## config.mk

```make
export PLATFORM = sky130hd
export DESIGN_NAME = mem_access_unit_flat
export DESIGN_NICKNAME = d
export VERILOG_FILES = /design/src/rtl/mem_access_unit_pkg.sv /design/src/rtl/mem_access_unit_if.sv /design/src/rtl/mem_access_unit_align.sv /design/src/rtl/mem_access_unit.sv /design/src/flat_wrapper.sv
export SDC_FILE = /design/constraint.sdc
export NUM_CORES = 1
export LEC_CHECK = 0
export ABC_AREA = 1
export CELL_PAD_IN_SITES_DETAIL_PLACEMENT = 1
export CELL_PAD_IN_SITES_GLOBAL_PLACEMENT = 2
export CORE_MARGIN = 2
export CORE_UTILIZATION = 20
export CTS_CLUSTER_DIAMETER = 30
export CTS_CLUSTER_SIZE = 30
export DETAILED_ROUTE_END_ITERATION = 10
export HOLD_SLACK_MARGIN = 0.03
export PLACE_DENSITY = 0.83
export SLEW_MARGIN = 20
export SYNTH_ARGS = -nofsm -noshare
export SYNTH_HDL_FRONTEND = slang
export SYNTH_SLANG_ARGS = --single-unit
export TNS_END_PERCENT = 5
```

## constraint.sdc

```tcl
create_clock -name clk -period 1.56 [get_ports clk]
set_input_delay 0.312 -clock clk [delete_from_list [all_inputs] [get_ports clk]]
set_output_delay 0.312 -clock clk [all_outputs]
set_load 0.02 [all_outputs]
```

## src/rtl/mem_access_unit_pkg.sv

```systemverilog
// mem_access_unit_pkg
// Shared definitions for the memory-stage load/store unit:
//   - EXE_*_OP codes that the unit acts on (the rest of the ALU op space is ignored)
//   - bus size codes (byte / half / word)
//   - 3-bit LSU state encodings
//   - the registered request record and op classification helpers
package mem_access_unit_pkg;

  localparam int LSU_ADDR_W = 32;

  // Memory op codes as produced by the decode/EXE stage
  localparam logic [7:0] EXE_LB_OP  = 8'b1110_0000;
  localparam logic [7:0] EXE_LH_OP  = 8'b1110_0001;
  localparam logic [7:0] EXE_LW_OP  = 8'b1110_0011;
  localparam logic [7:0] EXE_LBU_OP = 8'b1110_0100;
  localparam logic [7:0] EXE_LHU_OP = 8'b1110_0101;
  localparam logic [7:0] EXE_SB_OP  = 8'b1110_1000;
  localparam logic [7:0] EXE_SH_OP  = 8'b1110_1001;
  localparam logic [7:0] EXE_SW_OP  = 8'b1110_1011;

  // Bus transfer size codes
  localparam logic [1:0] SIZE_BYTE = 2'd0;
  localparam logic [1:0] SIZE_HALF = 2'd1;
  localparam logic [1:0] SIZE_WORD = 2'd2;

  // LSU state encodings
  localparam logic [2:0] LSU_IDLE  = 3'd0;
  localparam logic [2:0] LSU_ADDR  = 3'd1;
  localparam logic [2:0] LSU_DATA  = 3'd2;
  localparam logic [2:0] LSU_DONE  = 3'd3;
  localparam logic [2:0] LSU_DRAIN = 3'd4;

  // Everything captured when a transaction starts
  typedef struct packed {
    logic [7:0]            op;
    logic                  wr;
    logic [1:0]            size;
    logic [3:0]            wstrb;
    logic [LSU_ADDR_W-1:0] addr;
    logic [LSU_ADDR_W-1:0] wdata;
  } lsu_req_t;

  function automatic logic lsu_is_load(input logic [7:0] op);
    return op inside {EXE_LB_OP, EXE_LBU_OP, EXE_LH_OP, EXE_LHU_OP, EXE_LW_OP};
  endfunction

  function automatic logic lsu_is_store(input logic [7:0] op);
    return op inside {EXE_SB_OP, EXE_SH_OP, EXE_SW_OP};
  endfunction

  // Natural alignment: words on 4-byte, halves on 2-byte, bytes anywhere
  function automatic logic lsu_aligned(input logic [7:0] op, input logic [1:0] addr_lo);
    logic ok;
    case (op)
      EXE_LW_OP, EXE_SW_OP:             ok = (addr_lo == 2'b00);
      EXE_LH_OP, EXE_LHU_OP, EXE_SH_OP: ok = ~addr_lo[0];
      default:                          ok = 1'b1;
    endcase
    return ok;
  endfunction

endpackage

```

## src/rtl/mem_access_unit_if.sv

```systemverilog
// mem_access_unit_if
// SRAM-like data bus between the load/store unit (master) and memory (slave).
//   data_req     master->slave  request valid, held until data_addr_ok
//   data_wr      master->slave  1 = write
//   data_size    master->slave  0 byte, 1 half, 2 word
//   data_addr    master->slave  full byte address
//   data_wdata   master->slave  lane-replicated write data
//   data_wstrb   master->slave  byte strobes (0000 on reads)
//   data_addr_ok slave->master  request accepted
//   data_data_ok slave->master  read data valid / write complete
//   data_rdata   slave->master  read data
interface mem_access_unit_if #(
  parameter int ADDR_W = 32
);
  logic              data_req;
  logic              data_wr;
  logic [1:0]        data_size;
  logic [ADDR_W-1:0] data_addr;
  logic [ADDR_W-1:0] data_wdata;
  logic [3:0]        data_wstrb;
  logic              data_addr_ok;
  logic              data_data_ok;
  logic [ADDR_W-1:0] data_rdata;

  modport master (
    output data_req, data_wr, data_size, data_addr, data_wdata, data_wstrb,
    input  data_addr_ok, data_data_ok, data_rdata
  );

  modport slave (
    input  data_req, data_wr, data_size, data_addr, data_wdata, data_wstrb,
    output data_addr_ok, data_data_ok, data_rdata
  );
endinterface

```

## src/rtl/mem_access_unit_align.sv

```systemverilog
// mem_access_unit_align
// Purely combinational lane logic for the load/store unit.
// Store side (driven from the instruction currently in MEM):
//   i_st_op, i_st_addr_lo, i_st_data -> o_size, o_wstrb, o_wdata
// Load side (driven from the registered request and the bus read word):
//   i_ld_op, i_ld_addr_lo, i_ld_word -> o_ld_data (aligned, sign/zero extended)
module mem_access_unit_align
  import mem_access_unit_pkg::*;
(
  input  logic [7:0]  i_st_op,
  input  logic [1:0]  i_st_addr_lo,
  input  logic [31:0] i_st_data,
  output logic [1:0]  o_size,
  output logic [3:0]  o_wstrb,
  output logic [31:0] o_wdata,
  input  logic [7:0]  i_ld_op,
  input  logic [1:0]  i_ld_addr_lo,
  input  logic [31:0] i_ld_word,
  output logic [31:0] o_ld_data
);

  logic signed [7:0]  w_byte;
  logic signed [15:0] w_half;

  always_comb begin
    o_size  = SIZE_WORD;
    o_wstrb = 4'b0000;
    o_wdata = i_st_data;
    case (i_st_op)
      EXE_LB_OP, EXE_LBU_OP: o_size = SIZE_BYTE;
      EXE_LH_OP, EXE_LHU_OP: o_size = SIZE_HALF;
      EXE_SB_OP: begin
        o_size  = SIZE_BYTE;
        o_wstrb = 4'b0001 << i_st_addr_lo;
        o_wdata = {4{i_st_data[7:0]}};
      end
      EXE_SH_OP: begin
        o_size  = SIZE_HALF;
        o_wstrb = i_st_addr_lo[1] ? 4'b1100 : 4'b0011;
        o_wdata = {2{i_st_data[15:0]}};
      end
      EXE_SW_OP: o_wstrb = 4'b1111;
      default: ;
    endcase
  end

  always_comb begin
    case (i_ld_addr_lo)
      2'd0:    w_byte = i_ld_word[7:0];
      2'd1:    w_byte = i_ld_word[15:8];
      2'd2:    w_byte = i_ld_word[23:16];
      default: w_byte = i_ld_word[31:24];
    endcase
    w_half = i_ld_addr_lo[1] ? i_ld_word[31:16] : i_ld_word[15:0];
  end

  // Signed casts widen with sign extension; unsigned variants pad with zeros
  always_comb begin
    case (i_ld_op)
      EXE_LB_OP:  o_ld_data = 32'(w_byte);
      EXE_LBU_OP: o_ld_data = {24'd0, w_byte};
      EXE_LH_OP:  o_ld_data = 32'(w_half);
      EXE_LHU_OP: o_ld_data = {16'd0, w_half};
      default:    o_ld_data = i_ld_word;
    endcase
  end

endmodule

```

## src/rtl/mem_access_unit.sv

```systemverilog
// mem_access_unit
// Memory-stage load/store unit. Takes the ALU effective address, op code and
// store data, runs one request/response transaction on the data bus, stalls
// the pipeline while it is in flight and returns aligned load data.
// Misaligned accesses never reach the bus; they raise AdEL/AdES instead.
// Ports:
//   clk, rst          clock, synchronous active-high reset
//   valid_i           MEM-stage instruction valid
//   op_i              EXE_*_OP code
//   addr_i, wdata_i   effective address, store data (rt)
//   flush_i           pipeline flush
//   stall_o           hold the pipeline
//   rdata_o           aligned load result (held until next completion)
//   rdata_valid_o     one-cycle load completion strobe
//   adel_o, ades_o    load / store address error
//   badvaddr_o        faulting address
//   bus               data bus master
module mem_access_unit
  import mem_access_unit_pkg::*;
#(
  parameter int ADDR_W = LSU_ADDR_W
) (
  input  logic              clk,
  input  logic              rst,
  input  logic              valid_i,
  input  logic [7:0]        op_i,
  input  logic [ADDR_W-1:0] addr_i,
  input  logic [ADDR_W-1:0] wdata_i,
  input  logic              flush_i,
  output logic              stall_o,
  output logic [ADDR_W-1:0] rdata_o,
  output logic              rdata_valid_o,
  output logic              adel_o,
  output logic              ades_o,
  output logic [ADDR_W-1:0] badvaddr_o,
  mem_access_unit_if.master bus
);

  logic [2:0]        r_state;
  logic [2:0]        w_state_nxt;
  lsu_req_t          r_req;
  logic [ADDR_W-1:0] r_rdata;

  logic              w_is_load;
  logic              w_is_store;
  logic              w_is_mem;
  logic              w_aligned;
  logic              w_idle;
  logic              w_start;
  logic              w_exc;
  logic              w_resp_done;
  logic [1:0]        w_size;
  logic [3:0]        w_wstrb;
  logic [ADDR_W-1:0] w_wdata;
  logic [ADDR_W-1:0] w_ld_data;

  assign w_is_load  = lsu_is_load(op_i);
  assign w_is_store = lsu_is_store(op_i);
  assign w_is_mem   = w_is_load | w_is_store;
  assign w_aligned  = lsu_aligned(op_i, addr_i[1:0]);
  assign w_idle     = (r_state == LSU_IDLE);

  // Both new transactions and exceptions are only taken from IDLE; in every
  // other state the instruction on the inputs is either the one in flight or
  // one that must wait for the bus to drain first.
  assign w_start = ~rst & valid_i & w_is_mem &  w_aligned & ~flush_i & w_idle;
  assign w_exc   = ~rst & valid_i & w_is_mem & ~w_aligned & ~flush_i & w_idle;

  mem_access_unit_align u_align (
    .i_st_op      (op_i),
    .i_st_addr_lo (addr_i[1:0]),
    .i_st_data    (wdata_i),
    .o_size       (w_size),
    .o_wstrb      (w_wstrb),
    .o_wdata      (w_wdata),
    .i_ld_op      (r_req.op),
    .i_ld_addr_lo (r_req.addr[1:0]),
    .i_ld_word    (bus.data_rdata),
    .o_ld_data    (w_ld_data)
  );

  // A flush while the request is still unaccepted can simply drop it; once
  // accepted, the outstanding response must be drained before the bus is
  // reused. A response that coincides with the flush retires the access.
  always_comb begin
    w_state_nxt = r_state;
    case (r_state)
      LSU_IDLE: begin
        if (w_start) w_state_nxt = LSU_ADDR;
      end
      LSU_ADDR: begin
        if (flush_i) begin
          if (!bus.data_addr_ok)      w_state_nxt = LSU_IDLE;
          else if (bus.data_data_ok)  w_state_nxt = LSU_IDLE;
          else                        w_state_nxt = LSU_DRAIN;
        end else if (bus.data_addr_ok) begin
          w_state_nxt = bus.data_data_ok ? LSU_DONE : LSU_DATA;
        end
      end
      LSU_DATA: begin
        if (bus.data_data_ok) w_state_nxt = flush_i ? LSU_IDLE : LSU_DONE;
        else if (flush_i)     w_state_nxt = LSU_DRAIN;
      end
      LSU_DONE:  w_state_nxt = LSU_IDLE;
      LSU_DRAIN: begin
        if (bus.data_data_ok) w_state_nxt = LSU_IDLE;
      end
      default:   w_state_nxt = LSU_IDLE;
    endcase
  end

  assign w_resp_done = (w_state_nxt == LSU_DONE);

  // Request capture / response capture boundary
  always_ff @(posedge clk) begin
    if (rst) begin
      r_state <= LSU_IDLE;
      r_req   <= '0;
      r_rdata <= '0;
    end else begin
      r_state <= w_state_nxt;
      if (w_start) begin
        r_req <= '{op: op_i, wr: w_is_store, size: w_size, wstrb: w_wstrb,
                   addr: addr_i, wdata: w_wdata};
      end
      if (w_resp_done && !r_req.wr) r_rdata <= w_ld_data;
    end
  end

  assign stall_o = w_start
                 | (r_state == LSU_ADDR)
                 | (r_state == LSU_DATA)
                 | ((r_state == LSU_DRAIN) & valid_i & w_is_mem);

  assign rdata_o       = r_rdata;
  assign rdata_valid_o = (r_state == LSU_DONE) & ~r_req.wr;

  assign adel_o     = w_exc & w_is_load;
  assign ades_o     = w_exc & w_is_store;
  assign badvaddr_o = w_exc ? addr_i : '0;

  assign bus.data_req   = (r_state == LSU_ADDR);
  assign bus.data_wr    = r_req.wr;
  assign bus.data_size  = r_req.size;
  assign bus.data_addr  = r_req.addr;
  assign bus.data_wdata = r_req.wdata;
  assign bus.data_wstrb = r_req.wstrb;

endmodule

```

## src/flat_wrapper.sv

```systemverilog
// flat-port wrapper written by rule: the top's interface ports become plain ports
module mem_access_unit_flat import mem_access_unit_pkg::*;
#(
  parameter int ADDR_W = LSU_ADDR_W
)
  (clk, rst, valid_i, op_i, addr_i, wdata_i, flush_i, stall_o, rdata_o, rdata_valid_o, adel_o, ades_o, badvaddr_o, bus_data_req, bus_data_wr, bus_data_size, bus_data_addr, bus_data_wdata, bus_data_wstrb, bus_data_addr_ok, bus_data_data_ok, bus_data_rdata);
  mem_access_unit_if #(.ADDR_W(ADDR_W)) bus_i ();
  input  logic clk;
  input  logic rst;
  input  logic valid_i;
  input  logic [7:0] op_i;
  input  logic [ADDR_W-1:0] addr_i;
  input  logic [ADDR_W-1:0] wdata_i;
  input  logic flush_i;
  output logic stall_o;
  output logic [ADDR_W-1:0] rdata_o;
  output logic rdata_valid_o;
  output logic adel_o;
  output logic ades_o;
  output logic [ADDR_W-1:0] badvaddr_o;
  output wire logic [$bits(bus_i.data_req)-1:0] bus_data_req;
  output wire logic [$bits(bus_i.data_wr)-1:0] bus_data_wr;
  output wire logic [$bits(bus_i.data_size)-1:0] bus_data_size;
  output wire logic [$bits(bus_i.data_addr)-1:0] bus_data_addr;
  output wire logic [$bits(bus_i.data_wdata)-1:0] bus_data_wdata;
  output wire logic [$bits(bus_i.data_wstrb)-1:0] bus_data_wstrb;
  input wire logic [$bits(bus_i.data_addr_ok)-1:0] bus_data_addr_ok;
  input wire logic [$bits(bus_i.data_data_ok)-1:0] bus_data_data_ok;
  input wire logic [$bits(bus_i.data_rdata)-1:0] bus_data_rdata;
  assign bus_data_req = bus_i.data_req;
  assign bus_data_wr = bus_i.data_wr;
  assign bus_data_size = bus_i.data_size;
  assign bus_data_addr = bus_i.data_addr;
  assign bus_data_wdata = bus_i.data_wdata;
  assign bus_data_wstrb = bus_i.data_wstrb;
  assign bus_i.data_addr_ok = bus_data_addr_ok;
  assign bus_i.data_data_ok = bus_data_data_ok;
  assign bus_i.data_rdata = bus_data_rdata;
  mem_access_unit #(.ADDR_W(ADDR_W)) u_core (.clk(clk), .rst(rst), .valid_i(valid_i), .op_i(op_i), .addr_i(addr_i), .wdata_i(wdata_i), .flush_i(flush_i), .stall_o(stall_o), .rdata_o(rdata_o), .rdata_valid_o(rdata_valid_o), .adel_o(adel_o), .ades_o(ades_o), .badvaddr_o(badvaddr_o), .bus(bus_i));
endmodule
```

### Yosys cells after proc, flatten, opt, wreduce, memory -nomap -nowiden

Index checks and enable logic that the tools add are counted.

* eq/ne operators: 19
* shift-type cells: 1
* multiplexer cells: 20
* bitwise operators: 22
* reductions and logical operators: 10

Operators by type and width (number)
* 32-bit one-hot mux with 4 select lines: 1
* 8-bit == test (second input constant): 12
* 32-bit one-hot mux with 2 select lines: 1
* 32-bit 2-to-1 mux: 1
* 3-bit 2-to-1 mux: 8
* 8-bit one-hot mux with 3 select lines: 1
* 16-bit 2-to-1 mux: 1
* 1-bit AND: 13
* 3-bit one-hot mux with 4 select lines: 1
* 4-bit one-hot mux with 3 select lines: 1
* 3-bit by 2-bit == test with 1-bit output (second input constant): 3
* 3-bit OR reduction: 2
* 1-bit inverter: 5
* 5-bit nonzero test: 1
* 2-bit logical NOT: 2
* 4-bit 2-to-1 mux: 1
* 1-bit bitwise OR: 4
* 2-bit one-hot mux with 2 select lines: 1
* 1-bit by 2-bit left shift with 4-bit output (first input constant): 1
* 3-bit by 1-bit == test with 1-bit output (second input constant): 1
* 3-bit == test (second input constant): 1
* 3-bit logical NOT: 1
* 3-bit nonzero test: 1
* 2-bit by 1-bit == test with 1-bit output (second input constant): 1
* 7 further kinds: 7

* register bits: 114
* input port bits: 110
* output and inout port bits: 140
* word-level logic and storage cells: 80

### Longest topological paths before layout

Gate-level depths: netlist of the first run.

* word-level depth: 11
* gate-level depth with buffers: 13
* mapped depth without buffers: 12

### Cells and area by module

Synthesis of the first run repeated with hierarchy kept, for this count alone.

* cells, all modules: 1091
* area total of the unflattened synthesis: 6996.7 sq um

By module, submodules not included
* mem_access_unit: instances 1, cells an instance 747, area each 5328.9 sq um, seq. area each 2282.2 sq um
* mem_access_unit_align: instances 1, cells an instance 344, area each 1667.8 sq um, seq. area each 0.0 sq um

### Worst setup path after synthesis of the first run

Ideal clock, no wire load.

* path type: input -> output
* start: input op_i[4]
* end: output badvaddr_o[10]
* arrival time: 1.574 ns
* required time: 1.248 ns
* setup slack: -0.326 ns
* stages: 10
* path buffers: 1
* cell sequence: inv_1 nand2_1 nor2_4 nand2_1 nand3_1 nand2_1 inv_2 nand3_1 clkbuf_1 nor2_1

* cells in the longest elaborated chain, start to end: 8
* elaborated cells between the ends (all ways): 20
* classes of those cells: 8 x eq/ne; 2 x mux; 6 x bitwise; 4 x reduce/logical

RTL lines
* from (decl): RTL line flat_wrapper.sv:11 `input logic [7:0] op_i;`
* 8-bit == test, on equally long branches: RTL line mem_access_unit_pkg.sv:44, mem_access_unit_pkg.sv:54, mem_access_unit_pkg.sv:48
* 5-bit nonzero test (tied with other cells): RTL line mem_access_unit_pkg.sv:44 `return op inside {EXE_LB_OP, EXE_LBU_OP, EXE_LH_OP, EXE_LHU_OP, EXE_LW_OP};`
* 1-bit bitwise OR / 1-bit one-hot mux with 2 select lines (equally long branches): RTL line mem_access_unit.sv:59, mem_access_unit_pkg.sv:54
* 1-bit AND / 1-bit inverter (equally long branches): RTL line mem_access_unit.sv:67 `assign w_exc = ~rst & valid_i & w_is_mem & ~w_aligned & ~flush_i & w_idle;`
* 1-bit AND (*) (3 in a row): RTL line mem_access_unit.sv:67
* 32-bit 2-to-1 mux (*): RTL line mem_access_unit.sv:140 `assign badvaddr_o = w_exc ? addr_i : '0;`
* to (decl): RTL line flat_wrapper.sv:20 `output logic [ADDR_W-1:0] badvaddr_o;`

Every way passes the cells marked *; elsewhere a longest branch is shown, timed or not.

### Worst setup path after layout of the first run

* start: register u_core.r_state[1]
* end: output badvaddr_o[14]

* cells in the longest elaborated chain, start to end: 3

RTL lines
* from (decl): RTL line mem_access_unit.sv:39 `logic [2:0] r_state;`
* from (signal assigned): RTL line mem_access_unit.sv:121 `r_state <= w_state_nxt;`
* 3-bit logical NOT: RTL line mem_access_unit.sv:61 `assign w_idle = (r_state == LSU_IDLE);`
* 1-bit AND: RTL line mem_access_unit.sv:67
* 32-bit 2-to-1 mux: RTL line mem_access_unit.sv:140

Every way passes these cells.

==> impl_metrics.ini, run 1 <==
[power]
combPwrFrac = 0.105
switching_share = 0.261
p_seq_frac = 0.363
p_int_uw = 5940
p_switching_uw = 2100
p_leak_uw = 0.00526
peakVddDrop_mv = 0.645
pwr-share-clk = 0.532
p_per_area_nw_per_um2 = 733

[timing]
timing.final.max_slew_violations = 0
setup_slack_ns = -0.578
fin_hold_ws_ns = 0.362
slew-limit-headroom = 0.336
tns_ns = -40.31
fin_skew_ns = 0.0123
rsz0062_at_grt = true
finalCriticalPeriod_ns = 2.14
fin_crit_sh = 1.37
setup_viol = 145
worst_slew_pin_slew_ns = 0.996
hold_viol_final = 0
fmax_mhz = 468

[global_routing]
grt_pass1_wl_um = 43200
grt.overflow.total = 0
antenna_found_initial = 2
grt_util_all_layers = 0.167
grt_max_degree = 93
first_global_vias = 7895

[clock_network]
cts_htree_levels = 4
cts.clk_slew.worst_paths_ns = 0.06
clk_path_buf_depth = 2
cts_hold_buffers = 0
cts_buffers = 17
clock_sinks = 114
clk_latency_ns = 0.42
cts_tree = done
clk_root_buffer_cell = clkbuf_16

[placed_design]
gp_congestion = 0.804
dp.cells = 1654
post-dp-hpwl_um = 20300
port_buffers = 249
pre_cts_ws_ns = -1.39

[logic_synthesis]
ys_warn_count = 0
synth_edf_count = 0
ys.flop_type = dfxtp_1
syn_area_per_cell_um2 = 6.39
syn_nets = 1104
ys_ff_latch = 114
ys_async_sr_fraction = 0
ys_seq_area_frac = 0.360
synthCells = 994
synth_area_um2 = 6350
synth_cell_types = 23

[worst_setup_path]
crit_end = badvaddr_o[14]
crit_arrival_ns = 1.83
critPathCaptureType = primary output
crit_start = u_core.r_state[1]
r2r_end = u_core.bus.data_wdata[30]
worstSetupPathType = reg -> out
cp_slowest_cell = dfxtp_2
rr_startpoint = u_core.r_state[1]
cp-start-kind = flip-flop
crit_path_cell_trace = inv_2 -> nand2_4 -> nor3_4 -> buf_6 -> nand3_4 -> buf_8 -> buf_12 -> nor2_4 -> buf_6
r2r.worst_path.cells = 12
path_max_fanout = 7
required_ns = 1.25
ff2ff_setup_slack_ns = -0.30
max_stage_delay_ns = 0.33
timing.critical_path.mode_cell = buf_6

[route]
via_per_inst = 4.35
drt_pass1_iterations = 4
drt.antenna.violating_nets = 0
first_iter_violations = 218
drcViolationCount = 0
drt_wl_total_um = 27600
post_drt_wl_per_cell_um = 16.2
vias = 7411

[floorplanning]
die_w_um = 182
dieArea_um2 = 33200
coreArea_um2 = 31400
num_io_pins = 250
rows = 65
initial_core_util = 0.202
die_h_um = 182

[cells_and_area]
area_growth_pct = 72.7
drive_gt1_frac = 0.251
fin_nets = 1398
fillers = 3895
finalCoreUtilization = 0.349
instances_no_fill = 1705

[hold_path]
min_path_type = in -> reg

[run]
max_cap_violations = 0

[status]
status = complete, but fails checks
violations = negative setup slack
[per-layer routing]
metal  track usage  wire length [um]  up-vias
met5             0                 0        -
met4        0.0455               427        0
met2         0.293             13400      200
met3        0.0527              1950       19
met1         0.197             11800     3488
li1              -                 -     3704
[critical path: cells and delay by family (launching register included)]
kind                   cells  cell delay (ns)
buffers and inverters      5             0.65
and+or+nand+nor            4             0.42
DFF                        1             0.33
[cells in the final DEF (no fill, tap or decap), types with 8 or more instances in the layout]
master	n
o21ai_1	34
a21oi_1	124
nand3_1	50
dfxtp_1	108
nor2_4	37
nand4_1	9
dlygate4sd2_1	104
buf_6	43
nand2_1	208
inv_1	87
clkbuf_16	17
buf_4	129
nand2_2	10
o21ai_0	51
buf_12	15
a21oi_2	8
nor3_1	8
clkdlybuf4s50_1	98
nor2_1	88
inv_2	9
[cells by family (layout without fill, tap and decap cells)]
group,after synthesis,in the layout,share of synthesized area
compound gates,226,226,0.179
other cells,0,2,0
buf+inv,226,533,0.185
flops,114,114,0.360
simple gates,428,428,0.276
[cell usage after synthesis, types with 9 or more instances]
cell,number,area [um^2]
nor3_1,9,45.0
dfxtp_1,114,2280
a21oi_1,132,661
inv_1,95,357
buf_4,79,593
nand4_1,9,56.3
buf_2,24,120
nand2_1,219,822
o21ai_0,81,405
nor2_1,125,469
nand3_1,56,280
o21ai_1,10,50.1
clkbuf_1,26,97.6
[repair_timing]
action	in CTS	in global routing
pin swaps	16	19
endpoints found under the setup margin	252	152
gates cloned	3	0
resized for setup	417	37
setup buffers	10	4
[worst min path at each step]
stage                                    startpoint                   endpoint  slack, ns  cells after the start
after floorplan                                 rst           u_core.r_req[75]       0.39                      1
after global placement    u_core.bus.data_wdata[23]  u_core.bus.data_wdata[23]       0.45                      2
after detailed placement  u_core.bus.data_wdata[17]  u_core.bus.data_wdata[17]       0.46                      2
after CTS                                   op_i[2]           u_core.r_req[73]       0.45                      4
after global routing                        op_i[3]           u_core.r_req[74]       0.37                      4
final                                       op_i[3]           u_core.r_req[74]       0.36                      4
[area by class of cell]
type | count | area (um^2) | area share
clock inverters | 15 | 195 | 0.0178
diodes | 2 | 5.00 | 0.000457
flip-flops and latches | 114 | 2290 | 0.209
multi-input cells | 654 | 3330 | 0.304
well taps | 402 | 503 | 0.0459
repair buffers | 404 | 3840 | 0.350
inverters | 97 | 377 | 0.0344
clock buffers | 17 | 425 | 0.0388
[power by group through the flow]
stage	registers, uW	clock network [uW]	logic [uW]
after floorplan	2990	0	287
after global placement	2990	0	820
after detailed placement	2990	0	826
after CTS	2920	4430	836
after global routing	2920	4580	918
final	2920	4280	841
[state kept, by name, summed over array words and instances (netlist names)]
register,count
u_core.bus.data_addr,32
u_core.bus.data_size,2
u_core.bus.data_wdata,32
u_core.bus.data_wr,1
u_core.bus.data_wstrb,4
u_core.r_req,8
u_core.r_state,3
u_core.rdata_o,32
[through the flow]
step | total power, uW | instance area, um^2
floorplan | 3270 | 6690
global route | 8410 | 11000
finish | 8040 | 11000
CTS | 8180 | 10900
detailed placement | 3810 | 10000
global placement | 3810 | 10000
Power figures use the tool's default switching activity.
==> run 2, diff against run 1 <==
Settings changed: CORE_ASPECT_RATIO set to 1.1.
==> run 2 against run 1 <==
  * The flow still finishes with violations (negative setup slack)
  * Non-clock buffer count is 6 lower
  * Routed wire length is 0.50% higher
  * Clock power down 7.9%
  * Total power down 4.1%
  * Largest power group unchanged
  * Largest cell class unchanged
==> impl_metrics.ini, run 2 (synthesis gave the netlist of run 1 again) <==
[hold_path]
worst_hold_path.num_cells = 4
min_path_type = in -> reg

[worst_setup_path]
required_ns = 1.25
cp-start-kind = flip-flop
critPathCaptureType = primary output
worstSetupPathType = reg -> out
crit_arrival_ns = 1.80
path_max_fanout = 7
r2r.worst_path.cells = 10

[global_routing]
grtUsageMet1 = 0.186
antenna_found_initial = 4
grt.overflow.total = 0
grt_max_degree = 93
use_met3 = 0.0552
grtUsageMet2 = 0.299
grt_pass1_wl_um = 42800
first_global_vias = 7737
grt_util_all_layers = 0.166
top_usage_layer = met2

[power]
p_per_area_nw_per_um2 = 708
peakVddDrop_mv = 0.531
p_leak_uw = 0.00522
total_power_uw = 7710

[floorplanning]
num_io_pins = 250
initial_core_util = 0.203
die_w_um = 174
die_h_um = 191
coreArea_um2 = 31300
dieArea_um2 = 33200
rows = 68

[route]
drcViolationCount = 0
vias = 7428
drt.antenna.violating_nets = 0
drt_pass1_iterations = 4
post_drt_wl_per_cell_um = 16.1
drt_wl_total_um = 27700
first_iter_violations = 251
via_per_inst = 4.33

[timing]
fin_crit_sh = 1.36
timing.final.max_slew_violations = 0
hold_viol_final = 0
fmax_mhz = 473
fin_skew_ns = 0.0110
setup_viol = 138
tns_ns = -34.15
finalCriticalPeriod_ns = 2.12
rsz0062_at_grt = true
worst_slew_pin_slew_ns = 0.741
setup_slack_ns = -0.556
slew-limit-headroom = 0.506

[cells_and_area]
layout_commonest_cell = nand2_1
finalCoreUtilization = 0.348
area_growth_pct = 71.5
drive_gt1_frac = 0.246
final_cell_mix = nand2_1, buf_4, a21oi_1, dfxtp_1, dlygate4sd2_1
fin_nets = 1392

[clock_network]
cts_tree = done
clock_sinks = 114
cts_buffers = 17
cts.clk_slew.worst_paths_ns = 0.06
clk_path_buf_depth = 2
cts_hold_buffers = 0
clk_latency_ns = 0.42
clk_root_buffer_cell = clkbuf_16
cts_htree_levels = 4

[placed_design]
gp_congestion = 0.796
post-dp-hpwl_um = 20400
port_buffers = 249

[status]
violations = negative setup slack
status = complete, but fails checks

[run]
max_cap_violations = 0
-- run 2: changes by cell type in the layout (fill, tap and decap cells not counted), sizes merged --
cell           delta
buf               -6
inv               -5
clkinv            +4
clkinvlp          +2
dlygate4sd2       -2
bufinv            -1
clkdlybuf4s15     +1
diode             -1
dlymetal6s2s      +1
-- run 2: worst max-delay path: stages, from the launching register on --
cell and delay, ns:
dfxtp_2 0.33, inv_2 0.06, nand2_2 0.06, nor3_2 0.17
buf_4 0.16, nand3_4 0.09, buf_12 0.16, buf_16 0.16
nor2_4 0.09, buf_6 0.12
-- run 2: repair_timing --
action                     CTS  global route
pin swaps                   22            17
gates resized for setup    382            71
setup buffers                8             1
setup endpoints to repair  252           150
cloned                       3             0
-- run 2: power breakdown --
group	switching (uW)	internal [uW]
Sequential	4.18	2920
Combinational	398	452
Clock	1570	2360
Total	1980	5730
-- run 2: worst paths after layout --
path,startpoint,to,slack (ns)
worst min-delay path,op_i[2],u_core.r_req[73],0.31
worst max register to register,u_core.r_state[2],u_core.bus.data_addr[20],-0.27
worst max-delay path,u_core.r_state[2],ades_o,-0.56
worst min register to register,u_core.bus.data_wstrb[3],u_core.bus.data_wstrb[3],0.46
-- run 2: area by class of cell --
cell class	instances	area, um^2
Clock inverter	15	158
Timing Repair Buffer	398	3770
Sequential cell	114	2290
Antenna cell	1	2.50
Multi-Input combinational cell	654	3330
Inverter	97	379
Tap cell	420	526
Fill cell	3915	20400
Clock buffer	17	425
-- run 2: metrics by stage --
stage               instances  hold WS [ns]  worst slack (ns)  cell area [um^2]
floorplan                 994         0.389            -0.155              6690
global route             1715         0.344            -0.623             10900
detailed placement       1671         0.458             -1.37             10000
finish                   1716         0.310            -0.556             10900
CTS                      1714         0.457            -0.618             10800
global placement         1671         0.450             -1.32             10000
-- run 2: layer usage --
layer  part of all wire  routed length (um)  vias up
met2               0.50               14000      225
met3              0.080                2210       31
met5            0.00036                  10        -
met1               0.40               11200     3483
li1                   -                   -     3687
met4              0.013                 349        2
